## src/rtl/uart_rx_word36.sv

```systemverilog
// 8N1 oversampling UART receiver that packs five bytes into a 36-bit word.
// Completed words are offered on a valid/ready port; a stale partial word times out.
module uart_rx_word36 #(
    parameter int CLKS_PER_BIT = 868,
    parameter int GAP_BITS     = 20
) (
    input  logic        clk,
    input  logic        rst,
    input  logic        rx,
    output logic [35:0] word_data,
    output logic        word_valid,
    input  logic        word_ready,
    output logic        frame_err,
    output logic        overrun
);

    localparam int HALF     = CLKS_PER_BIT / 2;
    localparam int CW       = $clog2(CLKS_PER_BIT);
    localparam int GAP_CLKS = GAP_BITS * CLKS_PER_BIT;
    localparam int GW       = $clog2(GAP_CLKS + 1);

    typedef enum logic [2:0] {
        IDLE      = 3'd0,
        START     = 3'd1,
        DATA      = 3'd2,
        STOP      = 3'd3,
        WAIT_HIGH = 3'd4
    } state_t;

    state_t state, state_n;

    logic          rx_meta, rxs;
    logic [CW-1:0] cnt;
    logic [2:0]    bit_idx;
    logic [7:0]    shreg;
    logic [2:0]    byte_idx;
    logic [31:0]   stage;
    logic [GW-1:0] gap_cnt;

    logic bit_tick, byte_good, byte_bad;
    logic gap_hit, word_done;

    always_ff @(posedge clk) begin
        if (rst) begin
            rx_meta <= 1'b1;
            rxs     <= 1'b1;
        end else begin
            rx_meta <= rx;
            rxs     <= rx_meta;
        end
    end

    always_ff @(posedge clk) begin
        if (rst) state <= IDLE;
        else     state <= state_n;
    end

    always_comb begin
        state_n   = state;
        bit_tick  = 1'b0;
        byte_good = 1'b0;
        byte_bad  = 1'b0;
        unique case (state)
            IDLE: begin
                if (!rxs) state_n = START;
            end
            START: begin
                if (cnt == CW'(HALF - 1))
                    state_n = rxs ? IDLE : DATA;
            end
            DATA: begin
                if (cnt == CW'(CLKS_PER_BIT - 1)) begin
                    bit_tick = 1'b1;
                    if (bit_idx == 3'd7) state_n = STOP;
                end
            end
            STOP: begin
                if (cnt == CW'(CLKS_PER_BIT - 1)) begin
                    if (rxs) begin
                        byte_good = 1'b1;
                        state_n   = IDLE;
                    end else begin
                        byte_bad = 1'b1;
                        state_n  = WAIT_HIGH;
                    end
                end
            end
            WAIT_HIGH: begin
                if (rxs) state_n = IDLE;
            end
            default: state_n = IDLE;
        endcase
    end

    assign gap_hit   = (state == IDLE) && (byte_idx != 3'd0)
                    && (gap_cnt == GW'(GAP_CLKS));
    assign word_done = byte_good && (byte_idx == 3'd4);

    // cnt free-runs outside framing states; it is zeroed on every state change
    always_ff @(posedge clk) begin
        if (rst) begin
            cnt      <= '0;
            bit_idx  <= '0;
            shreg    <= '0;
            byte_idx <= '0;
            stage    <= '0;
            gap_cnt  <= '0;
        end else begin
            if (state != state_n || bit_tick) cnt <= '0;
            else                              cnt <= cnt + CW'(1);

            if (state_n == DATA && state != DATA) bit_idx <= '0;
            else if (bit_tick)                    bit_idx <= bit_idx + 3'd1;

            if (bit_tick) shreg <= {rxs, shreg[7:1]};

            if (byte_bad) begin
                byte_idx <= '0;
            end else if (byte_good) begin
                if (byte_idx == 3'd4) begin
                    byte_idx <= '0;
                end else begin
                    stage[{byte_idx[1:0], 3'b000} +: 8] <= shreg;
                    byte_idx <= byte_idx + 3'd1;
                end
            end else if (gap_hit) begin
                byte_idx <= '0;
            end

            if (state != IDLE || byte_idx == 3'd0 || gap_hit) gap_cnt <= '0;
            else                                            gap_cnt <= gap_cnt + GW'(1);
        end
    end

    always_ff @(posedge clk) begin
        if (rst) begin
            word_data  <= '0;
            word_valid <= 1'b0;
            frame_err  <= 1'b0;
            overrun    <= 1'b0;
        end else begin
            frame_err <= byte_bad;
            overrun   <= 1'b0;
            if (word_done) begin
                if (!word_valid || word_ready) begin
                    word_data  <= {shreg[3:0], stage};
                    word_valid <= 1'b1;
                end else begin
                    overrun <= 1'b1;
                end
            end else if (word_valid && word_ready) begin
                word_valid <= 1'b0;
            end
        end
    end

endmodule

```

## config.mk

```make
export PLATFORM = sky130hd
export DESIGN_NAME = uart_rx_word36
export DESIGN_NICKNAME = d
export VERILOG_FILES = /design/src/rtl/uart_rx_word36.sv
export SDC_FILE = /design/constraint.sdc
export NUM_CORES = 1
export LEC_CHECK = 0
export ABC_AREA = 0
export BUFFER_PORTS_ARGS = -buffer_cell sky130_fd_sc_hd__buf_2
export CAP_MARGIN = 15
export CORE_MARGIN = 2
export CORE_UTILIZATION = 35
export DETAILED_ROUTE_END_ITERATION = 10
export GPL_TIMING_DRIVEN = 0
export MAX_ROUTING_LAYER = met4
export PLACE_DENSITY = 0.59
export SKIP_CTS_REPAIR_TIMING = 1
export SYNTH_ARGS = -nofsm -noshare
export SYNTH_HDL_FRONTEND = slang
export SYNTH_SLANG_ARGS = --single-unit
```

## constraint.sdc

```tcl
create_clock -name clk -period 5.3 [get_ports clk]
set_input_delay 1.06 -clock clk [delete_from_list [all_inputs] [get_ports clk]]
set_output_delay 1.06 -clock clk [all_outputs]
set_load 0.02 [all_outputs]
```

; Yosys cells after proc, flatten, opt, wreduce, memory -nomap -nowiden
; Cells that the tools add are included.
[word_totals]
regBits = 115
inputBits = 4
output_inout_bits = 39
wordCells = 85
[classes]
n_addsub = 5
n_eq_ne = 13
n_shift = 2
muxes = 25
n_bitwise = 3
reduce_logical = 24
[op_table]
columns = operator, n
row1 = 32-bit bitwise mux, 1
row2 = "8-bit by 7-bit variable shift with 32-bit output, first input constant", 1
row3 = 8-bit by 7-bit variable part select with 32-bit output, 1
row4 = 3-bit two-way mux, 10
row5 = "15-bit by 1-bit adder with 15-bit output, second input constant", 1
row6 = "15-bit equality test, second input constant", 1
row7 = 3-bit one-hot mux with 5 select lines, 1
row8 = 1-bit two-way mux, 12
row9 = "10-bit by 1-bit adder with 10-bit output, second input constant", 1
row10 = "10-bit equality test, second input constant", 1
row11 = "10-bit by 9-bit equality test with 1-bit output, second input constant", 1
row12 = 2-bit OR reduction, 5
row13 = "3-bit by 2-bit equality test with 1-bit output, second input constant", 3
row14 = "3-bit equality test, second input constant", 3
row15 = 5-bit negator with 7-bit output, 1
row16 = "3-bit by 1-bit adder with 3-bit output, second input constant", 2
row17 = 3-bit zero test, 2
row18 = 3-bit nonzero test, 2
row19 = 1-bit logical AND, 5
row20 = 1-bit logical OR, 4
row21 = 2-bit AND reduction, 2
row22 = 2-bit nonzero test, 2
row23 = "3-bit by 1-bit equality test with 1-bit output, second input constant", 1
row24 = "3-bit by 2-bit inequality test with 1-bit output, second input constant", 1
row25 = other kinds (6), 8

; Logic depth before layout (Yosys ltp)
[depth]
depth_word = 7
depth_mapped = 9
depth_no_buf = 6

; Worst setup path before layout
; No wires, ideal clock.
[synth_path]
path_kind = input -> register
startpoint = in word_ready
endpoint = reg word_data[4]
arrival_ps = 2126
t_required_ps = 5229
setup_slack_ps = 3104
path_stages = 6
cell_sequence = nor2b_1 -> clkbuf_1 -> nor2_1 -> clkbuf_1 -> nand3_1 -> a21oi_1
[synth_between]
elab_chain_len = 2
[synth_lines]
columns = item, line
row1 = from (decl), 12  ; input logic word_ready,
row2 = 1-bit logical OR, 145  ; if (!word_valid || word_ready) begin
row3 = 2-bit AND reduction (no source line), --
row4 = to (signal assigned), 146  ; word_data <= {shreg[3:0], stage};
row5 = to (decl), 10  ; output logic [35:0] word_data,
; No other way between the ends.
; A chain may end at the register's enable or synchronous reset.

; Worst setup path after layout
[layout_path]
startpoint = reg byte_idx[0]
endpoint = reg word_data[33]
[layout_between]
elab_chain_len = 3
[layout_lines]
columns = item, line
row1 = from (decl), 36  ; logic [2:0] byte_idx;
row2 = from (signal assigned), 124  ; byte_idx <= byte_idx + 3'd1;
row3 = 3-bit equality test, 97  ; assign word_done = byte_good && (byte_idx == 3'd4);
row4 = 1-bit logical AND, 97
row5 = 2-bit AND reduction (no source line), --
; No other way between the ends.

==> key figures <==
Synthesis
  • Yosys top cell area share: a little under half
  • Post-synth EDFFs: 0
  • Mean Syn Cell Area: 8.32 um^2
  • Synthesized area: roughly 0.005 mm^2
  • Syn Inst Count: approximately 600
  • Ys Warns: 0
  • Unique masters post-synth: slightly below 50
  • Largest area contributor in the netlist: dfxtp_1
  • Synth Flop Type: dfxtp_1
  • Synth area leaders: dfxtp_1 46%, a21oi_1 7.7%, o21ai_0 6.9%, nand3_1 5.3%, or3_1 4.2%
  • Post-synth ARST share: 0%
  • Post-synthesis register bit count: around 120
  • Sequential fraction of the synthesis area: approximately 46%
  • Syn nets: 618

Detailed routing
  • Routed WL: 12,200 um
  • Average wire per standard cell: 14.3 um
  • First-pass iteration count of the detailed router: 5
  • DRT iter0 DRCs: 244
  • Vias per cell: between 5 and 6
  • Via Count: about 4,400
  • Final ANT Viol Nets: 0
  • # DRC: 0

Clock network
  • Num CTS Buffers: 17
  • CTS tree: built
  • Clock root buffer: clkbuf_16
  • Clock buffer depth: 2
  • Clock transition at the registers of the reported paths: ~0.05 ns
  • Worst-Skew Late Latency: just over 0.4 ns
  • CTS sink cnt: 115
  • H-tree depth: 4

Global route
  • First-pass GRT wire length: roughly 20,000 um
  • Initial antenna violation count: 0
  • Aggregate global routing overflow: 0
  • Largest net degree at the start of global routing: 17
  • GRT Util Overall: about 17%
  • Number of global-route vias before repair: between 4,000 and 5,000

Layout
  • Layout Cells excl Fill: around 850
  • Area grow syn2layout: 20.1%
  • Nets: between 600 and 700
  • Fillers: between 1,000 and 1,500
  • Antenna diode count: 0
  • Area of the multi-input gates: 0.00246 mm^2
  • Layout cell share with drive strength beyond 1: between 10% and 20%
  • Storage cell area: roughly 0.0023 mm^2

Worst setup path
  • WP data arrival: 2.97 ns
  • CP cell instances: inv_1 -> ha_1 -> clkbuf_1 -> and3_1 -> nand4_1 -> clkbuf_1 -> clkbuf_1 -> o21ai_0 -> a21oi_1
  • CP Capture Type: register
  • WS Path Type: register to register
  • Critical Path RT: ~5.6 ns
  • Startpoint Class: register
  • Slowest Stage Delay on Critical Path: around 0.51 ns
  • Slowest CP cell: dfxtp_1
  • Critical Path Fanout Max: 10
  • Most used cell, CP: clkbuf_1

Power and ir drop
  • PD cells: around 340 mW/mm^2
  • Peak VDD IR: about 0.00024 V
  • P_leak: about 0.0021 uW

Die
  • Initial Utilization: a little over a third
  • Die Footprint: 0.0153 mm^2
  • Core area: between 0.01 and 0.015 mm^2
  • Die Span Y: approximately 120 um
  • Num rows: 43
  • IO Pins: 43
  • Die X: between 100 and 150 um

Placement
  • IO Port Bufs: ~40
  • Placed insts: ~820
  • Gpl congestion: 0.840
  • DP Wirelength: roughly 8500 um

STA
  • Worst Max-Slew Pin Slew: around 0.9 ns
  • Final hold violations: 0
  • Max-Slew Margin vs Limit: 40.8%
  • Crit share post-route: roughly 50%
  • Post-route setup TNS: 0 ns
  • Setup-failing EPs final: 0
  • Unrepaired setup endpoints after global routing: no
  • Final Critical Period: roughly 2.6 ns
  • Slew Viols, Final: 0
  • Maximum clock rate: 0.380 GHz
  • Skew final: about 0.0056 ns

Hold path
  • HP Class: register to register

Job
  • Max cap viols: 0

Outcome
  • Outcome: finished, final reports clean
==> worst max-delay path: cells and delay by family, from the launching register on <==
kind                     cells  cell delay [ns]
adder cells (fa/ha/maj)      1             0.22
flip-flops                   1             0.51
AO/OA/AOI/OAI                2             0.29
buffers and inverters        4             1.19
AND/OR/NAND/NOR              2             0.35
==> final timing paths <==
check,startpoint,to,slack (ns),cells after the start
max,byte_idx[0],word_data[33],2.67,9
min,rx_meta,rxs,0.40,1
max reg2reg,byte_idx[0],word_data[33],2.67,9
min reg2reg,rx_meta,rxs,0.40,1
==> cell type report <==
type,count,share of cell area (%)
Multi-Input combinational cell,426,40.9
Sequential cell,115,38.3
Clock buffer,24,8.34
Tap cell,180,3.75
Timing Repair Buffer,41,3.41
Buffer,46,3.14
Clock inverter,5,1.25
Inverter,15,0.936
==> metal layers <==
metal,vias up,global-route usage [%],share of wire [%]
met4,0,6.25,1.2
met3,13,4.85,3.7
li1,2268,-,-
met1,2087,20.5,47
met2,76,27.6,48
met5,-,-,0
==> logic make-up after synthesis <==
family / synth area share (%)
AND/OR/NAND/NOR: 24.2
AO/OA/AOI/OAI: 16.6
flip-flops: 46.0
buffers and inverters: 4.90
XOR/XNOR: 3.67
adder cells (fa/ha/maj): 3.00
multiplexers: 1.60
==> cell usage after synthesis (all sizes together), types with 2 or more instances <==
cell and n:
and4 3, nand4 11, or4b 2, xor2 8, o211ai 2, or2 2
and3 5, nor3b 3, o21ai 70, mux2i 8, clkbuf 36, nor3 14
buf 10, inv 15, nor2b 3, nand3 53, nor4b 2, nand2b 2
a21oi 77, dfxtp 115, or4 2, nor4 7, ha 12, nand2 43
o31a 2, nor2 30, and4b 2, or3 34, and4bb 2, xnor2 13
nor4bb 2
==> per-stage QoR <==
step                      hold slack [ns]  utilization (%)  cell area [um^2]  power [uW]  worst slack [ns]
final                               0.405             43.2              6010        2020              2.67
after global routing                0.417             43.2              6010        2080              2.36
after CTS                           0.406             43.2              6010        2040              2.64
after detailed placement            0.394             39.0              5440         920              2.28
after global placement              0.393             39.0              5440         919              2.32
after floorplan                     0.389                -              5010         910              3.10
==> sequential cells by signal, indices dropped and copies added, names as in the netlist <==
name	flops
rxs	1
shreg	8
gap_cnt	15
state	3
byte_idx	3
stage	32
cnt	10
word_data	36
frame_err	1
bit_idx	3
rx_meta	1
word_valid	1
overrun	1
==> cells in the final DEF (no fill, tap or decap), drive strengths merged, types with 3 or more instances in the layout <==
master    n
dfxtp   115
a21oi    77
o21ai    70
clkbuf   60
nand3    53
buf      51
nand2    43
or3      34
nor2     30
inv      15
nor3     14
xnor2    13
ha       12
nand4    11
xor2      8
mux2i     8
nor4      7
and3      5
and4      3
nor3b     3
nor2b     3
clkinv    3
==> power breakdown <==
| part | total (uW) | switching [uW] | internal [uW] |
|---|---|---|---|
| Combinational | 29.6 | 21.3 | 8.38 |
| Sequential | 873 | 3.54 | 869 |
| Clock | 1120 | 374 | 743 |
| Total | 2020 | 399 | 1620 |
Power figures use the tool's default switching activity.
